===== config.mk =====
export PLATFORM = sky130hd
export DESIGN_NAME = ps2_key_controller
export DESIGN_NICKNAME = d
export VERILOG_FILES = /design/src/rtl/ps2_key_controller.sv
export SDC_FILE = /design/constraint.sdc
export NUM_CORES = 1
export LEC_CHECK = 0
export ABC_AREA = 1
export BUFFER_PORTS_ARGS = -buffer_cell sky130_fd_sc_hd__buf_2
export CAP_MARGIN = 20
export CORE_ASPECT_RATIO = 0.6
export CORE_MARGIN = 2
export CORE_UTILIZATION = 30
export CTS_BUF_LIST = sky130_fd_sc_hd__clkbuf_2 sky130_fd_sc_hd__clkbuf_4 sky130_fd_sc_hd__clkbuf_8
export CTS_CLUSTER_SIZE = 24
export DETAILED_ROUTE_END_ITERATION = 7
export PLACE_DENSITY_LB_ADDON = 0.05
export SKIP_LAST_GASP = 1
export SLEW_MARGIN = 20
export SYNTH_ARGS = -nofsm -noshare
export SYNTH_HDL_FRONTEND = slang
export SYNTH_SLANG_ARGS = --single-unit
export TNS_END_PERCENT = 100

===== constraint.sdc =====
create_clock -name clk -period 1.5 [get_ports clk]
set_clock_uncertainty 0.05 [all_clocks]
set_input_delay 0.15 -clock clk [delete_from_list [all_inputs] [get_ports clk]]
set_output_delay 0.15 -clock clk [all_outputs]
set_load 0.005 [all_outputs]

===== src/rtl/ps2_key_controller.sv =====
// PS/2 scan-code sequencer: folds E0/F0 prefixes into one key event
// with valid/ready handoff, and derives snake direction/pause/restart.
module ps2_key_controller #(
    parameter int TIMEOUT_CYCLES = 2_500_000,
    parameter int CNT_W          = 22
) (
    input  logic       clk,
    input  logic       reset,
    input  logic       enable,
    input  logic       rx_done_tick,
    input  logic [7:0] rx_dout,
    output logic       rx_en,
    input  logic       key_ready,
    output logic       key_valid,
    output logic [7:0] key_code,
    output logic       key_ext,
    output logic       key_break,
    output logic [1:0] dir,
    output logic       paused,
    output logic       restart_tick,
    output logic       overrun_tick
);

    typedef enum logic [1:0] {
        IDLE,
        PREFIX,
        HOLD
    } state_t;

    localparam logic [CNT_W-1:0] TO_LAST = CNT_W'(TIMEOUT_CYCLES - 1);

    state_t           state;
    logic             ext_f;
    logic             brk_f;
    logic [CNT_W-1:0] cnt;

    logic       tick;
    logic       is_e0;
    logic       is_f0;
    logic       is_ign;
    logic       fin;
    logic       fin_ext;
    logic       fin_brk;
    logic       req_vld;
    logic [1:0] req_dir;
    logic       is_space;
    logic       is_esc;

    assign rx_en = enable & (state != HOLD);
    assign tick  = rx_done_tick & enable;
    assign is_e0 = (rx_dout == 8'hE0);
    assign is_f0 = (rx_dout == 8'hF0);

    always_comb begin
        is_ign = 1'b0;
        case (rx_dout)
            8'h00, 8'hAA, 8'hEE,
            8'hFA, 8'hFE, 8'hFF: is_ign = 1'b1;
            default:             is_ign = 1'b0;
        endcase
    end

    // Housekeeping bytes are only swallowed outside a prefixed sequence.
    assign fin = tick && (state != HOLD) && !is_e0 && !is_f0
               && !((state == IDLE) && is_ign);

    assign fin_ext  = (state == PREFIX) & ext_f;
    assign fin_brk  = (state == PREFIX) & brk_f;
    assign is_space = !fin_ext && (rx_dout == 8'h29);
    assign is_esc   = !fin_ext && (rx_dout == 8'h76);

    always_comb begin
        req_vld = 1'b1;
        req_dir = 2'b00;
        case ({fin_ext, rx_dout})
            {1'b1, 8'h75}, {1'b0, 8'h1D}: req_dir = 2'b00;
            {1'b1, 8'h72}, {1'b0, 8'h1B}: req_dir = 2'b01;
            {1'b1, 8'h6B}, {1'b0, 8'h1C}: req_dir = 2'b10;
            {1'b1, 8'h74}, {1'b0, 8'h23}: req_dir = 2'b11;
            default:                      req_vld = 1'b0;
        endcase
    end

    always_ff @(posedge clk) begin
        if (reset) begin
            state        <= IDLE;
            ext_f        <= 1'b0;
            brk_f        <= 1'b0;
            cnt          <= '0;
            key_valid    <= 1'b0;
            key_code     <= 8'h00;
            key_ext      <= 1'b0;
            key_break    <= 1'b0;
            dir          <= 2'b11;
            paused       <= 1'b0;
            restart_tick <= 1'b0;
            overrun_tick <= 1'b0;
        end else begin
            restart_tick <= 1'b0;
            overrun_tick <= 1'b0;
            unique case (state)
                IDLE, PREFIX: begin
                    if (tick) begin
                        cnt <= '0;
                        if (is_e0) begin
                            ext_f <= 1'b1;
                            state <= PREFIX;
                        end else if (is_f0) begin
                            brk_f <= 1'b1;
                            state <= PREFIX;
                        end
                    end else if (state == PREFIX && enable) begin
                        if (cnt == TO_LAST) begin
                            cnt   <= '0;
                            ext_f <= 1'b0;
                            brk_f <= 1'b0;
                            state <= IDLE;
                        end else begin
                            cnt <= cnt + CNT_W'(1);
                        end
                    end
                end
                HOLD: begin
                    if (rx_done_tick) overrun_tick <= 1'b1;
                    if (key_ready) begin
                        key_valid <= 1'b0;
                        state     <= IDLE;
                    end
                end
                default: state <= IDLE;
            endcase

            if (fin) begin
                state     <= HOLD;
                key_valid <= 1'b1;
                key_code  <= rx_dout;
                key_ext   <= fin_ext;
                key_break <= fin_brk;
                ext_f     <= 1'b0;
                brk_f     <= 1'b0;
                cnt       <= '0;
                if (!fin_brk) begin
                    // A reversal would make the snake run into itself.
                    if (req_vld && !paused && req_dir != (dir ^ 2'b01))
                        dir <= req_dir;
                    if (is_space) paused <= ~paused;
                    if (is_esc) begin
                        restart_tick <= 1'b1;
                        paused       <= 1'b0;
                        dir          <= 2'b11;
                    end
                end
            end
        end
    end

endmodule


## Word-level counts from Yosys, hierarchy flattened

Index checks and enable logic that the tools add are counted.

| storage, ports and cells | value |
|---|---|
| memories kept | 0 |
| latch bits | 0 |
| logic and storage cells | 126 |
| input bits | 13 |
| bits in read-only memories | 0 |
| output and inout bits | 17 |
| RAM bits | 0 |
| register bits | 42 |

| operators by class | value |
|---|---|
| multiply operators | 0 |
| mux-type cells | 30 |
| bitwise gates (word level) | 9 |
| reduce and logical (&&, ||, !) cells | 40 |
| shifts and indexed selects | 0 |
| div/mod/pow operators | 0 |
| equal/unequal tests | 33 |
| $lt $le $gt $ge | 0 |
| $add $sub $neg | 1 |

Operators by type and width:

| operator | count |
|---|---|
| $mux W22 | 3 |
| $eq A8 B8 Y1 const B | 7 |
| $eq A9 B9 Y1 const B | 4 |
| $eq A9 B5 Y1 const B | 3 |
| $add A22 B1 Y22 const B | 1 |
| $eq A22 B22 Y1 const B | 1 |
| $mux W2 | 9 |
| $mux W1 | 16 |
| $ne A4 B4 Y1 const B | 3 |
| $reduce_and A4 Y1 | 3 |
| $reduce_bool A2 Y1 | 6 |
| $reduce_or A2 Y1 | 6 |
| $logic_and A1 B1 Y1 | 10 |
| $eq A9 B6 Y1 const B | 1 |
| $ne A3 B3 Y1 const B | 3 |
| $eq A8 B6 Y1 const B | 1 |
| $eq A8 B7 Y1 const B | 1 |
| $logic_not A8 Y1 | 1 |
| $reduce_or A8 Y1 | 1 |
| $ne A2 B2 Y1 const B | 3 |
| $pmux W2 S3 | 1 |
| $reduce_and A3 Y1 | 2 |
| $reduce_or A6 Y1 | 1 |
| $logic_not A1 Y1 | 5 |
| other kinds (12) | 21 |

## Longest topological paths before layout

Gate-level depths: netlist of run 1.

| depth | value |
|---|---|
| word-level depth | 9 |
| gate-level depth with buffers | 15 |
| mapped depth without buffers | 15 |

## Worst setup path after synthesis of run 1

No wires, ideal clock.

| path | value |
|---|---|
| kind | reg-to-reg |
| start point | reg cnt[0] |
| end point | reg cnt[20] |
| path buffers | 0 |
| library setup time | 114 ps |
| cell stages (with the launch flop) | 11 |
| period minus slack after synthesis | 1559 ps |
| slack | -59 ps |
| data required time | 1336 ps |
| arrival | 1394 ps |
| path through | dfxtp_1 ha_1 nand2_1 inv_1 nand4_1 nor2_1 inv_1 nor4_4 nand3_1 xor2_1 nor2_1 |

| between the ends | value |
|---|---|
| word-level cells in the longest chain between the ends | 4 |
| elaborated cells between the ends (all ways) | 5 |

Ends and longest elaborated chain:

| what | RTL line | source |
|---|---|---|
| start: declaration | 35 | `logic [CNT_W-1:0] cnt;` |
| start signal: assignment | 119 | `cnt <= cnt + CNT_W'(1);` |
| $add A22 B1 Y22 / $eq A22 B22 Y1 (equally long branches) | 119, 113 |  |
| $mux W22 * | 113 | `if (cnt == TO_LAST) begin` |
| $mux W22 * | 112 | `end else if (state == PREFIX && enable) begin` |
| $mux W22 * | 103 | `if (tick) begin` |

Every way passes the cells marked *; elsewhere a longest branch is shown, timed or not. The select of a mux whose other input is x is not followed.
A chain may end at the register's enable or synchronous reset.

## Final worst setup path of run 1

| path | value |
|---|---|
| start point | reg cnt[1] |
| end point | reg cnt[20] |

Same word-level chain as after synthesis.

==> results_dict.tcl, run 1 <==
set metrics [dict create \
    outcome "complete, but fails checks" \
    violations "setup timing" \
    clock_buffer_depth 2 \
    cp_data_required_time_ns 1.65 \
    static-leakage-power_uw 0.00189 \
    row_count 25 \
    netlist-cell-type-count 35 \
    layout.core_utilization 0.510 \
    first_pass_grt_wire_length_um 12300 \
    postRouteAntennaNets 0 \
    maxCapViolations 0 \
    detailedPlace.worstSlack_ns -0.282 \
    nNetsFinal 527 \
    drc 0 \
    design.core.area_um2 7850 \
    most_common_library_cell_in_the_layout_ignoring_fill_and_taps "buf_4" \
    synth.top_cells.by_area "dfxtp_1 35%, nand2_1 15%, nor2_1 9.3%" \
    yosys.area.top_type "dfxtp_1" \
    finalWeightedCongestion 0.849 \
    drtIter0Drc 122 \
    yosys.area_share.simple 0.449 \
    synth_area_per_cell_um2 6.56 \
    critPathKind "reg2reg" \
    mostFrequentLayoutCells "99 x buf_4, 84 x nand2_1, 41 x nor2_1" \
    area_overhead_vs_synth_pct 65.4 \
    clk_pin_slew_worst_setup_hold_paths_ns 0.08 \
    slew_headroom 0.742 \
    dp.final_hpwl_um 5530 \
    firstDrtPassIters 4 \
    htreeDepth 2 \
    grt_start_max_net_pins 15 \
    share_of_cells_above_drive_strength_1 0.475 \
    cts_num_sinks 42 \
    io_buffer_count 29 \
    grt_setup_unrepaired "true" \
    avgViaCountPerCell 4.43 \
    layout.area.seq_um2 858 \
    power.density_nw_per_um2 587 \
    synth.mux.area_fraction 0 \
    wl_per_cell_um 12.2 \
    multiInputGateArea_um2 1680 \
    final.fill_count 823 \
    chip_height_um 73.6 \
    synthXorXnorAreaFrac 0.0398 \
    netlist_instances 369 \
    drt_wl_total_um 7580 \
    top_level_ports 30 \
    ys_ff_latch 42 \
    maxClockFrequency_mhz 550 \
    final_period_minus_worst_setup_slack_ns 1.82 \
    path_max_fanout 3 \
    synth_fa_ha_area_frac 0.00517 \
    effective_utilization_at_floorplan 0.308 \
    num_antenna_cells 0 \
    cp-start-kind "flop" \
    grt_pass1_vias 2585 \
    clock_insertion_delay_at_the_later_pin_of_the_skew_report_ns 0.30 \
    worst_slew_pin_slew_ns 0.385 \
    cts_made_buffers 5 \
    netlist_area_before_placement_um2 2420 \
    cts_tree "yes" \
    end_kind "flop" \
    die_area_um2 8830 \
    cp_data_arrival_time_ns 1.97 \
    vias_after_detailed_routing 2757 \
    die-width_um 120 \
    cts_root_buf "clkbuf_8" \
    mappedNetlistNets 383 \
    grt-ovfl-total 0 \
    period_share 1.21 \
    vdd_drop_max_mv 0.354 \
    final-max-slew-violation-count 0 \
    min-delay-path-class "in2reg" \
    seq_area_frac_synth 0.347 \
    synth-compound-area-share 0.0698 \
    synth_largest_type_area_fraction 0.347 \
    antenna_found_initial 0 \
    grt.total_usage 0.178 \
    yosys_warnings 0 \
    finalHoldViolCount 0 \
    final_critical_path_setup_slack_ns -0.318 \
    largest_family_of_logic_cells_by_synthesized_area "simple AND/OR/NAND/NOR gates" \
    timing.final.setup_violations 24 \
]
[final cells by class]
class,count,share of cell area
inverters,51,0.0503
clock inverters,1,0.00125
well taps,108,0.0338
repair buffers,139,0.259
clock buffers,7,0.0225
flip-flops and latches,42,0.214
multi-input cells,274,0.419
[metrics by stage]
stage          hold WS (ns)  total power [µW]  instance area [µm²]  cells  TNS [ns]
6_report              0.139              2350                 4000    622     -2.14
4_1_cts               0.131              2330                 3700    616     -2.25
3_5_place_dp          0.306              1480                 3330    587     -6.42
2_1_floorplan         0.179              1320                 2430    369    -0.184
5_1_grt               0.160              2480                 4000    622     -5.91
3_3_place_gp          0.306              1480                 3330    587     -6.73
[Yosys cell counts]
master,instances
a21oi_1,8
a21oi_2,1
a41oi_1,1
buf_2,1
buf_4,1
buf_6,1
dfxtp_1,42
ha_1,1
inv_1,44
inv_2,7
nand2_1,99
nand2_2,5
nand2_4,4
nand3_1,27
nand3_2,1
nand3b_1,1
nand4_1,10
nor2_1,60
nor2_2,5
nor2_4,2
nor3_1,8
nor3_2,3
nor3b_1,1
nor4_1,1
nor4_2,1
nor4_4,2
o2111ai_1,1
o21a_1,1
o21ai_0,6
o21ai_1,10
o21bai_1,1
o31ai_1,1
or2_1,1
xnor2_1,2
xor2_1,9
[logic make-up (layout without fill, tap and decap cells)]
family                   count (synthesis)  in the layout
AND/OR/NAND/NOR                        231            232
AO/OA/AOI/OAI                           30             30
adder cells (fa/ha/maj)                  1              1
flip-flops                              42             42
XOR/XNOR                                11             11
buffers and inverters                   54            198
[worst paths after layout]
check                             end  cells past startpoint                startpoint  slack [ns]
max              cnt[20]$_SDFFE_PP0P_                     10       cnt[1]$_SDFFE_PP0P_       -0.32
min reg2reg  key_code[4]$_SDFFE_PP0P_                      2  key_code[4]$_SDFFE_PP0P_        0.40
max reg2reg      cnt[20]$_SDFFE_PP0P_                     10       cnt[1]$_SDFFE_PP0P_       -0.32
min          key_code[6]$_SDFFE_PP0P_                      3                rx_dout[6]        0.14
[sequential cells by signal, summed over array words and instances (netlist names), 2 cells and up]
signal,count
cnt,22
key_code,8
dir,2
state,2
[layer usage]
layer / global-route usage / vias to the layer above / wire length, µm
met3: 0.0396 / 5 / 342
met5: 0 / - / 0
met2: 0.242 / 46 / 2770
met4: 0.0458 / 0 / 55
met1: 0.276 / 1238 / 4410
li1: - / 1468 / -
[worst max-delay path: stages, from the launching register on]
cell and delay, ns:
dfxtp_2 0.36, ha_4 0.14, nand2_2 0.05, inv_2 0.07, nand4_1 0.14, nor2_2 0.18, inv_2 0.07, nor4_4 0.29
nand3_1 0.16, xor2_1 0.16, nor2_1 0.05
[timing repair]
| action | in CTS | in global routing |
|---|---|---|
| resized for setup | 34 | 68 |
| endpoints found under the hold margin | 2 | 0 |
| pin swaps | 28 | 47 |
| endpoints found under the setup margin | 37 | 39 |
| hold buffers | 2 | 0 |
| cloned | 0 | 2 |
| setup buffers | 19 | 12 |
[where the power goes]
part	internal (µW)	switching, µW
combinational	181	216
clock	390	415
sequential	1130	13.9
total	1700	645
Note: power is estimated with default switching activity, not from simulation.
==> run 2: changes to the inputs <==
ABC_AREA = unset   (was 1)
==> results_dict.tcl, run 2 <==
set metrics [dict create \
    die-width_um 115 \
    die_area_um2 8160 \
    violations "setup timing" \
    postRouteAntennaNets 0 \
    ys_ff_latch 42 \
    cts_num_sinks 42 \
    multiInputGateArea_um2 1440 \
    path_max_fanout 17 \
    num_antenna_cells 0 \
    synth_area_per_cell_um2 8.45 \
    synth.most_common_cell "nor2_1" \
    place.detailed.instances 454 \
    grt_setup_unrepaired "true" \
    layout.area.seq_um2 848 \
    maxClockFrequency_mhz 448 \
    drt_wl_total_um 6320 \
    cts_made_buffers 5 \
    final_total_negative_setup_slack_ns -21.40 \
    finalHoldViolCount 0 \
    cp_data_arrival_time_ns 2.36 \
    nNetsFinal 373 \
    seq_area_frac_synth 0.377 \
    critPathKind "reg2reg" \
    drc 0 \
    htreeDepth 2 \
    reg_top3 "cnt: 22 flops, key_code: 8 flops" \
    avgViaCountPerCell 4.53 \
    cp_data_required_time_ns 1.63 \
    grt_pass1_vias 1996 \
    end_kind "flop" \
    synthArstFlopShare 0 \
    grt_start_max_net_pins 18 \
    firstDrtPassIters 4 \
    synth-main-ff-cell "dfxtp_1" \
    share_of_cells_above_drive_strength_1 0.428 \
    first_pass_grt_wire_length_um 10700 \
    row_count 24 \
    period_share 1.49 \
    timing.final.setup_violations 39 \
    area_overhead_vs_synth_pct 46.9 \
    netlist_instances 264 \
    mostFrequentLayoutCells "65 x buf_4, 46 x nor2_1, 38 x dfxtp_1" \
    worst_slew_pin_slew_ns 0.380 \
    maxCapViolations 0 \
    final.fill_count 720 \
    antenna_found_initial 0 \
    outcome "complete, but fails checks" \
    chip_height_um 70.8 \
    cts_tree "yes" \
    slew_headroom 0.744 \
    synth.top_cells.by_area "dfxtp_1 38%, nor2_1 8.4%, xor2_1 4.3%" \
    finalWeightedCongestion 0.810 \
    synth_largest_type_area_fraction 0.377 \
    static-leakage-power_uw 0.00139 \
    drtIter0Drc 113 \
    clock_insertion_delay_at_the_later_pin_of_the_skew_report_ns 0.30 \
    final-instance-count-excl-fill 464 \
    yosys_warnings 0 \
    largest_register_ffs 22 \
    regMostFlops "cnt" \
    top_level_ports 30 \
    netlist_area_before_placement_um2 2230 \
    number_of_synthesized_flops_with_an_enable_pin 0 \
    power.density_nw_per_um2 694 \
    cts_root_buf "clkbuf_8" \
    final_critical_path_setup_slack_ns -0.734 \
    netlist-cell-type-count 57 \
    vias_after_detailed_routing 2100 \
    cp-start-kind "flop" \
    clk_pin_slew_worst_setup_hold_paths_ns 0.08 \
    wl_per_cell_um 13.6 \
    io_buffer_count 29 \
    yosys.area.top_type "dfxtp_1" \
    grt.total_usage 0.171 \
    clock_buffer_depth 2 \
    grt-ovfl-total 0 \
    min-delay-path-class "in2reg" \
    final-max-slew-violation-count 0 \
    most_common_library_cell_in_the_layout_ignoring_fill_and_taps "buf_4" \
    vdd_drop_max_mv 0.240 \
    dp.final_hpwl_um 4870 \
    effective_utilization_at_floorplan 0.308 \
    final_period_minus_worst_setup_slack_ns 2.23 \
    most_used_standard_cells_in_the_synthesized_netlist "50 x nor2_1, 42 x dfxtp_1, 13 x a21oi_1, 13 x nand2_1" \
    detailedPlace.worstSlack_ns -0.742 \
    hold-worst-slack_ns 0.101 \
    design.core.area_um2 7240 \
    mappedNetlistNets 278 \
]
## run 2: changes by cell type in the layout (fill, tap and decap cells not counted), moves of 6 or more
cell	before	now
nand2_1	84	13
buf_4	99	65
inv_1	39	10
nor2_2	18	3
nand2_2	14	0
o21ai_1	15	3
nand3_1	22	11
inv_2	10	1
mux2i_1	0	8
nand2_4	7	0
nor2_4	8	1
dfxtp_1	32	38
## run 2: repair_timing
| action | in CTS | in global routing |
|---|---|---|
| pin swaps | 2 | 1 |
| buffers inserted | 1 | 1 |
| resized for setup | 19 | 10 |
| hold buffers | 0 | 0 |
| setup endpoints to repair | 41 | 42 |
| cloned | 0 | 0 |
## run 2: power breakdown
part	switching, µW	internal, µW
clock	420	391
combinational	168	154
sequential	9.61	1130
## run 2: cell type report
type	count	area share
flip-flops and latches	42	0.259
well taps	104	0.0397
clock buffers	7	0.0275
clock inverters	1	0.00153
multi-input cells	199	0.440
repair buffers	100	0.219
inverters	11	0.0126
## run 2: layer usage
metal  GRT usage  up-vias  part of all wire
met4      0.0402        0            0.0030
met3      0.0454        2             0.054
met1       0.301      935              0.63
met5           0        -                 0
met2       0.188       41              0.32
li1            -     1122                 -
## run 2: worst max-delay path: stages (launching register included)
cell and delay (ns):
dfxtp_2 0.33, or4b_4 0.52, or4_4 0.50, o41ai_4 0.27, nand2b_2 0.14, nand3_4 0.22
nor2_1 0.09
## run 2: metrics by stage
step / cell area (µm²) / utilization / power, µW
global placement: 3030 / 0.418 / 1450
finish: 3270 / 0.452 / 2270
floorplan: 2350 / - / 1330
CTS: 3220 / 0.445 / 2300
detailed placement: 3030 / 0.418 / 1450
global route: 3270 / 0.452 / 2400
## run 2: cell families after synthesis
kind of cell | after synthesis | share of synthesized area
compound gates | 34 | 0.113
xor+xnor | 17 | 0.0668
fa+ha+maj | 1 | 0.00561
buf+inv | 23 | 0.0516
flops | 42 | 0.377
mux | 9 | 0.0410
simple gates | 138 | 0.345
## run 2: worst paths after layout
kind / slack [ns] / end / start / cells after the start
hold reg to reg: 0.45 / key_code[7]$_SDFFE_PP0P_ / key_code[7]$_SDFFE_PP0P_ / 2
hold / removal: 0.10 / state[1]$_SDFFE_PP0P_ / key_ready / 4
setup / recovery: -0.73 / cnt[9]$_SDFFE_PP0P_ / cnt[9]$_SDFFE_PP0P_ / 6
setup reg to reg: -0.73 / cnt[9]$_SDFFE_PP0P_ / cnt[9]$_SDFFE_PP0P_ / 6
==> run 3: changes to the inputs <==
SETUP_SLACK_MARGIN = 0.4   (was unset)
==> results_dict.tcl, run 3 (synthesis results as in run 2) <==
set metrics [dict create \
    grt_pass1_vias 1994 \
    crit_slowest_cell "or4b_4" \
    clock_buffer_depth 2 \
    regMostFlops "cnt" \
    final_critical_path_setup_slack_ns -0.737 \
    cp-endpoint "cnt[9]$_SDFFE_PP0P_" \
    cts_tree "yes" \
    grtUsageMet3 0.0454 \
    hold-worst-slack_ns 0.103 \
    violations "setup timing" \
    drt_wl_total_um 6330 \
    postRouteAntennaNets 0 \
    maxCapViolations 0 \
    design.core.area_um2 7240 \
    avgViaCountPerCell 4.54 \
    vias_after_detailed_routing 2105 \
    path_max_fanout 17 \
    ctsHoldBuffers 0 \
    final_period_minus_worst_setup_slack_ns 2.24 \
    share_of_cells_above_drive_strength_1 0.436 \
    most_common_library_cell_in_the_layout_ignoring_fill_and_taps "buf_4" \
    crit_family "simple AND/OR/NAND/NOR gates" \
    cp_data_arrival_time_ns 2.37 \
    r2r_start "cnt[9]$_SDFFE_PP0P_" \
    end_kind "flop" \
    static-leakage-power_uw 0.00140 \
    slew_headroom 0.744 \
    nNetsFinal 373 \
    grt_start_max_net_pins 18 \
    finalHoldViolCount 0 \
    clk_pin_slew_worst_setup_hold_paths_ns 0.08 \
    cts_num_sinks 42 \
    drtIter0Drc 102 \
    clock_insertion_delay_at_the_later_pin_of_the_skew_report_ns 0.30 \
    postLayoutCellArea_um2 3300 \
    vdd_drop_max_mv 0.240 \
    grt.total_usage 0.171 \
    grtUsageMet2 0.188 \
    detailedPlace.worstSlack_ns -0.742 \
    busiest_layer "met1" \
    htreeDepth 2 \
    grt_setup_unrepaired "true" \
    area_overhead_vs_synth_pct 47.9 \
    chip_height_um 70.8 \
    num_antenna_cells 0 \
    firstDrtPassIters 4 \
    groute.layer.met1.usage 0.301 \
    power.density_nw_per_um2 688 \
    min-delay-path-class "in2reg" \
    wl_per_cell_um 13.6 \
    row_count 24 \
    crit_path_max_cell_delay_ns 0.53 \
    crit_path_start "cnt[9]$_SDFFE_PP0P_" \
    outcome "complete, but fails checks" \
    cp_num_cells 6 \
    cts_made_buffers 5 \
    grt-ovfl-total 0 \
    critPathKind "reg2reg" \
    r2r_slack_ns -0.74 \
    postPlaceCellArea_um2 3030 \
    antenna_found_initial 0 \
    final-max-slew-violation-count 0 \
    cts_root_buf "clkbuf_8" \
    timing.final.setup_violations 39 \
    dp.final_hpwl_um 4870 \
    die-width_um 115 \
    finalWeightedCongestion 0.810 \
    cp_data_required_time_ns 1.63 \
    path_cells "or4b_4, or4_4, o41ai_4, nand2b_2, nand3_4, nor2_1" \
    drc 0 \
    reg_top3 "cnt: 22 flops, key_code: 8 flops" \
    die_area_um2 8160 \
    io_buffer_count 29 \
    cp-start-kind "flop" \
    largest_register_ffs 22 \
    period_share 1.49 \
    critical_path.reg2reg.endpoint "cnt[9]$_SDFFE_PP0P_" \
    top_level_ports 30 \
    maxClockFrequency_mhz 447 \
    first_pass_grt_wire_length_um 10700 \
    effective_utilization_at_floorplan 0.308 \
    reg2reg_depth 6 \
    timing.critical_path.buf_inv 0 \
    worst_slew_pin_slew_ns 0.380 \
    worst_hold_startpoint "key_ready" \
    mostFrequentLayoutCells "63 x buf_4, 46 x nor2_1, 36 x dfxtp_1" \
]
## run 3: worst register-to-register path: cells and delay by family, from the launching register on
| family | cells | cell delay, ns |
|---|---|---|
| AO/OA/AOI/OAI | 1 | 0.27 |
| flip-flops | 1 | 0.33 |
| AND/OR/NAND/NOR | 5 | 1.48 |
## run 3: per-layer routing
metal	wire (µm)	up-vias	share of wire
li1	-	1125	-
met1	4010	940	0.63
met2	2020	38	0.32
met3	281	2	0.044
met4	19	0	0.0030
met5	0	-	0
## run 3: power by group
part | switching (µW) | internal [µW] | total, µW
Sequential | 9.62 | 1130 | 1140
Clock | 418 | 390 | 808
Combinational | 169 | 155 | 324
## run 3: worst min path at each step
stage | slack [ns] | to | cells after the start
floorplan | 0.24 | brk_f$_SDFFE_PP0P_ | 2
global placement | 0.42 | state[1]$_SDFFE_PP0P_ | 4
detailed placement | 0.42 | state[1]$_SDFFE_PP0P_ | 4
CTS | 0.09 | state[1]$_SDFFE_PP0P_ | 4
global route | 0.12 | state[1]$_SDFFE_PP0P_ | 4
finish | 0.10 | state[1]$_SDFFE_PP0P_ | 4
## run 3: repair_timing
item                                    4_1_cts  5_1_grt
pin swaps                                     2        1
resized for setup                            22       15
setup buffers                                 1        1
endpoints found under the setup margin       43       44
## run 3: through the flow
step                      utilization  total power (µW)  instances  TNS [ns]
after floorplan                     -              1330        264    -18.64
after global placement          0.418              1450        454    -26.01
after detailed placement        0.418              1450        454    -27.06
after CTS                       0.445              2300        463    -22.23
after global routing            0.456              2400        464    -25.06
final                           0.456              2270        464    -21.45
## run 3: final cells by class
type                            count  area, µm²
Clock buffer                        7       90.1
Clock inverter                      1       5.00
Fill cell                         720       3940
Inverter                           11       43.8
Multi-Input combinational cell    199       1440
Sequential cell                    42        853
Tap cell                          104        130
Timing Repair Buffer              100        732
